File: config.mk
export PLATFORM = sky130hd
export DESIGN_NAME = bin2bcd_seq_flat
export DESIGN_NICKNAME = d
export VERILOG_FILES = /design/src/rtl/bin2bcd_if.sv /design/src/rtl/bin2bcd_seq.sv /design/src/flat_wrapper.sv
export SDC_FILE = /design/constraint.sdc
export NUM_CORES = 1
export LEC_CHECK = 0
export CORE_ASPECT_RATIO = 1.2
export CORE_MARGIN = 3
export CORE_UTILIZATION = 45
export DETAILED_ROUTE_END_ITERATION = 6
export PLACE_DENSITY = 0.8
export SETUP_SLACK_MARGIN = 0.1
export SLEW_MARGIN = 20
export SYNTH_ARGS = -nofsm -noshare
export SYNTH_HDL_FRONTEND = slang
export SYNTH_SLANG_ARGS = --single-unit
File: constraint.sdc
create_clock -name clk -period 1.39 [get_ports clk]
set_input_delay 0.278 -clock clk [delete_from_list [all_inputs] [get_ports clk]]
set_output_delay 0.278 -clock clk [all_outputs]
set_load 0.05 [all_outputs]
File: src/rtl/bin2bcd_if.sv
// Handshake and digit bundle between a bin2bcd_seq converter and its caller.
// The caller drives start and b_in; the converter returns busy, done and the four BCD digits.
interface bin2bcd_if #(
    parameter int N = 10
);
    logic         start;
    logic [N-1:0] b_in;
    logic         busy;
    logic         done;
    logic [3:0]   un;
    logic [3:0]   dec;
    logic [3:0]   cent;
    logic [3:0]   mil;

    modport master (output start, b_in, input busy, done, un, dec, cent, mil);
    modport slave  (input start, b_in, output busy, done, un, dec, cent, mil);
endinterface

File: src/rtl/bin2bcd_seq.sv
// Sequential binary-to-BCD converter (double dabble): one add-3/shift iteration per clock,
// four BCD digits latched once N iterations have completed.
module bin2bcd_seq #(
    parameter int N = 10
) (
    input  logic      clk,
    input  logic      rst_n,
    bin2bcd_if.slave  bus
);
    localparam int CW = $clog2(N + 1);
    localparam int WW = N + 16;

    if (N < 4 || N > 13) begin : g_bad_n
        $error("bin2bcd_seq: N=%0d outside supported range 4..13", N);
    end

    typedef enum logic [1:0] {IDLE, SHIFT, DONE} state_t;

    state_t          r_state;
    logic [WW-1:0]   r_work;
    logic [CW-1:0]   r_cnt;
    logic            r_busy;
    logic            r_done;
    logic [3:0]      r_un;
    logic [3:0]      r_dec;
    logic [3:0]      r_cent;
    logic [3:0]      r_mil;

    logic [WW-1:0]   w_adj;
    logic [WW-1:0]   w_shift;
    logic            w_last;

    // Add-3 correction on all four nibbles in parallel, then the shift.
    always_comb begin
        w_adj = r_work;
        for (int i = 0; i < 4; i++) begin
            if (r_work[N + 4*i +: 4] >= 4'd5) begin
                w_adj[N + 4*i +: 4] = r_work[N + 4*i +: 4] + 4'd3;
            end
        end
    end

    assign w_shift = w_adj << 1;
    assign w_last  = (r_cnt == CW'(N - 1));

    always_ff @(posedge clk or negedge rst_n) begin
        if (!rst_n) begin
            r_state <= IDLE;
            r_work  <= '0;
            r_cnt   <= '0;
            r_busy  <= 1'b0;
            r_done  <= 1'b0;
            r_un    <= 4'd0;
            r_dec   <= 4'd0;
            r_cent  <= 4'd0;
            r_mil   <= 4'd0;
        end else begin
            case (r_state)
                IDLE, DONE: begin
                    r_done <= 1'b0;
                    if (bus.start) begin
                        r_work  <= {16'b0, bus.b_in};
                        r_cnt   <= '0;
                        r_busy  <= 1'b1;
                        r_state <= SHIFT;
                    end else begin
                        r_busy  <= 1'b0;
                        r_state <= IDLE;
                    end
                end
                SHIFT: begin
                    r_work <= w_shift;
                    r_cnt  <= r_cnt + CW'(1);
                    if (w_last) begin
                        r_un    <= w_shift[N      +: 4];
                        r_dec   <= w_shift[N + 4  +: 4];
                        r_cent  <= w_shift[N + 8  +: 4];
                        r_mil   <= w_shift[N + 12 +: 4];
                        r_done  <= 1'b1;
                        r_busy  <= 1'b0;
                        r_state <= DONE;
                    end
                end
                default: begin
                    r_state <= IDLE;
                    r_busy  <= 1'b0;
                    r_done  <= 1'b0;
                end
            endcase
        end
    end

    assign bus.busy = r_busy;
    assign bus.done = r_done;
    assign bus.un   = r_un;
    assign bus.dec  = r_dec;
    assign bus.cent = r_cent;
    assign bus.mil  = r_mil;
endmodule

File: src/flat_wrapper.sv
// flat-port wrapper written by rule: the top's interface ports become plain ports
module bin2bcd_seq_flat 
#(
    parameter int N = 10
)
  (clk, rst_n, bus_start, bus_b_in, bus_busy, bus_done, bus_un, bus_dec, bus_cent, bus_mil);
  bin2bcd_if #(.N(N)) bus_i ();
  input  logic clk;
  input  logic rst_n;
  input wire logic [$bits(bus_i.start)-1:0] bus_start;
  input wire logic [$bits(bus_i.b_in)-1:0] bus_b_in;
  output wire logic [$bits(bus_i.busy)-1:0] bus_busy;
  output wire logic [$bits(bus_i.done)-1:0] bus_done;
  output wire logic [$bits(bus_i.un)-1:0] bus_un;
  output wire logic [$bits(bus_i.dec)-1:0] bus_dec;
  output wire logic [$bits(bus_i.cent)-1:0] bus_cent;
  output wire logic [$bits(bus_i.mil)-1:0] bus_mil;
  assign bus_i.start = bus_start;
  assign bus_i.b_in = bus_b_in;
  assign bus_busy = bus_i.busy;
  assign bus_done = bus_i.done;
  assign bus_un = bus_i.un;
  assign bus_dec = bus_i.dec;
  assign bus_cent = bus_i.cent;
  assign bus_mil = bus_i.mil;
  bin2bcd_seq #(.N(N)) u_core (.clk(clk), .rst_n(rst_n), .bus(bus_i));
endmodule
==> run_results.csv <==
group,metric,value,unit
setup_path,end_kind,"register",
layout,drive_gt1_frac,0.5263,
layout,final_cell_mix,"47 x dfrtp_1, 28 x nand2_1, 26 x buf_4",
power_and_ir_drop,cellInternalPower,5928,uW
clocking,htreeDepth,2,
layout,syn2layout_area_growth,56.68,%
die,fp.dieH,85.81,um
layout,fin_nets,307,
sta,hold_viol,0,
synthesis,syn_area,2389,um2
synthesis,ys_seq_area_frac,0.5134,
power_and_ir_drop,vdd_drop_max,2036,uV
synthesis,synth.mux.area_fraction,0.07019,
power_and_ir_drop,pwr-share-clk,0.082,
clocking,clockBufferDepth,2,
setup_path,critPathKind,"reg2reg",
synthesis,synth_top_family_by_area,"simple AND/OR/NAND/NOR gates",
synthesis,yosys.area_share.adder,0.05238,
sta,worst_slew_pin_slew,0.3804,ns
layout,num_antenna_cells,0,
power_and_ir_drop,p_sw,4520,uW
global_route,met1_usage,0.2285,
route,drc,0,
synthesis,synthFlopType,"dfrtp_1",
global_route,grt_overflow_total,0,
layout,post-route-util,0.7418,
global_route,grt_busiest_layer,"met2",
run,cap_viol_max_count,0,
sta,fin_hold_ws,0.4774,ns
die,die_area,6222,um2
global_route,met2_usage,0.3165,
global_route,grtUsageMet3,0.03634,
sta,rsz0062_at_grt,"true",
power_and_ir_drop,powerDensity,2792,nW/um2
synthesis,synth_enable_flop_cells,0,
layout,fillerInstances,320,
die,io_pins,31,
layout,final_common_cell,"dfrtp_1",
synthesis,synth_xor_area_frac,0.01467,
status,violations,"negative setup slack",
setup_path,path_max_fanout,4,
route,num_vias,1898,
global_route,grt_antenna_before_repair,0,
placed_design,routabilityCongestion,0.7823,
global_route,grt_pass1_wl,8983,um
route,routed_wl,6030,um
sta,layout_setup_ws,-0.09758,ns
synthesis,syn_inst,213,
power_and_ir_drop,pwr-share-comb,0.635,
placed_design,place_ws,-0.1816,ns
status,status,"finished with violations",
route,vias_per_cell,5.501,
global_route,globalRouteTotalUtil,0.1831,
sta,max_freq,672.2,MHz
route,drt-pass1-iter-count,4,
route,drt_iter0_markers,92,
synthesis,synth_cell_types,30,
synthesis,syn_area_per_cell,11.21,um2
die,dieWidth,72.51,um
power_and_ir_drop,switching_share,0.4326,
synthesis,async_reset_ff_frac,1.000,
power_and_ir_drop,leakage,0.001681,uW
hold_path,hp-class,"in2async",
die,start_util,0.4735,
placed_design,numPortBuffers,30,
clocking,clock-root-buffer,"clkbuf_8",
route,antenna_left,0,
clocking,cts.sinks,49,
die,row_count,28,
synthesis,synth-seq-cells,49,
sta,period_minus_slack,1.488,ns
synthesis,synth_compound_area_frac,0.1446,
sta,relSlewSlack,0.7464,
clocking,clk_pin_slew,0.10,ns
global_route,grt_max_degree,50,
sta,setup_viol,21,
synthesis,synthSimpleGateAreaFrac,0.1572,
sta,fin_skew,0.01008,ns
sta,timing.final.crit_share,1.070,
clocking,cts-buffers-inserted,5,
clocking,clock_latency,0.31,ns
placed_design,dp_hpwl,3630,um
die,core_area,5045,um2
clocking,cts_tree,"built",
setup_path,cp-start-kind,"register",
route,wl_per_cell,17.48,um
global_route,grt_pass1_vias,1947,
setup_path,cp.required,1.59,ns
setup_path,arrival,1.69,ns
power_and_ir_drop,p_seq_frac,0.282,
synthesis,yosys_warnings,0,
synthesis,synth.net_count,236,
sta,slew_viol_final,0,
## per-layer routing
| layer | wire length (um) | vias up |
|---|---|---|
| met5 | 0 | - |
| met2 | 3322 | 51 |
| met1 | 2435 | 964 |
| met3 | 219 | 7 |
| li1 | - | 876 |
| met4 | 53 | 0 |
## worst paths after layout
check,startpoint,cells past startpoint,slack [ns],end
worst max-delay path,u_core.r_cnt[1],6,-0.1,u_core.bus.dec[2]
worst min-delay path,rst_n,3,0.48,u_core.bus.un[0]
worst max register to register,u_core.r_cnt[1],6,-0.1,u_core.bus.dec[2]
worst min register to register,u_core.r_work[5],2,0.49,u_core.r_work[5]
max in group asynchronous,rst_n,3,0.65,u_core.bus.done
min in group clk,u_core.r_work[5],2,0.49,u_core.r_work[5]
## flip-flops by register name, summed over array words and instances, names as in the netlist
name and cells:
u_core.bus.cent 4, u_core.bus.mil 4, u_core.bus.un 4, u_core.r_cnt 4, u_core.bus.busy 1, u_core.r_state 1, u_core.bus.done 1, u_core.r_work 26
u_core.bus.dec 4
## cell type report
cell class                 count  area [um2]  area share
tap                           60       75.07     0.02006
inverter                       9       33.78    0.009027
sequential                    49        1229      0.3283
multi-input combinational    146        1413      0.3775
timing repair buffer          73       904.6      0.2417
clock inverter                 2       15.01    0.004012
clock buffer                   6       72.57     0.01939
## synth_stat cells (3+ instances only)
| cell | n | share of area |
|---|---|---|
| mux2_4 | 7 | 0.044 |
| nor2_1 | 7 | 0.011 |
| dfrtp_1 | 49 | 0.51 |
| nand2_1 | 31 | 0.049 |
| nor3_1 | 4 | 0.0084 |
| inv_1 | 9 | 0.014 |
| xnor2_1 | 4 | 0.015 |
| buf_4 | 3 | 0.0094 |
| nor3b_1 | 7 | 0.022 |
| o21ai_0 | 3 | 0.0063 |
| a21oi_1 | 14 | 0.029 |
| nand3_1 | 7 | 0.015 |
| ha_1 | 10 | 0.052 |
| nand2b_1 | 3 | 0.0079 |
| nand2b_2 | 3 | 0.011 |
| a22oi_1 | 9 | 0.028 |
| o21ai_1 | 11 | 0.023 |
| mux2i_1 | 4 | 0.017 |
| buf_2 | 3 | 0.0063 |
| a22o_1 | 10 | 0.037 |
## repair_timing
item / CTS / global route
hold endpoints to repair: 49 / 0
pin swaps: 7 / 14
buffers inserted: 6 / 8
cloned: 0 / 1
gates resized for setup: 24 / 64
hold buffers: 1 / 0
endpoints found under the setup margin: 45 / 39
## through the flow
step	power (uW)	area (um2)	TNS (ns)	cells
5_1_grt	11010	3742	-1.956	345
3_5_place_dp	8205	3183	-3.690	323
6_report	10450	3742	-1.099	345
2_1_floorplan	5981	2471	-0.5861	213
4_1_cts	9520	3415	-0.7451	338
3_3_place_gp	7955	3183	-2.917	323
## power groups by stage
| stage | logic (uW) | registers [uW] | clock network, uW |
|---|---|---|---|
| 6_report | 6640 | 2950 | 860 |
| 3_5_place_dp | 5390 | 2810 | 0 |
| 3_3_place_gp | 5190 | 2770 | 0 |
| 4_1_cts | 5830 | 2820 | 865 |
| 5_1_grt | 7040 | 3030 | 929 |
| 2_1_floorplan | 2500 | 3480 | 0 |
## critical path, cell delays in order, from the launching register on
cell and delay, ns:
dfrtp_1 0.41, inv_2 0.07, ha_4 0.13, nand3b_4 0.12, nor2_8 0.19, buf_6 0.15, mux2_4 0.30
## logic make-up after synthesis
group	Yosys count
AO/OA/AOI/OAI	51
XOR/XNOR	4
adder cells (fa/ha/maj)	10
buffers and inverters	18
flip-flops	49
multiplexers	13
AND/OR/NAND/NOR	68
Note: power is estimated with default switching activity, not from simulation.
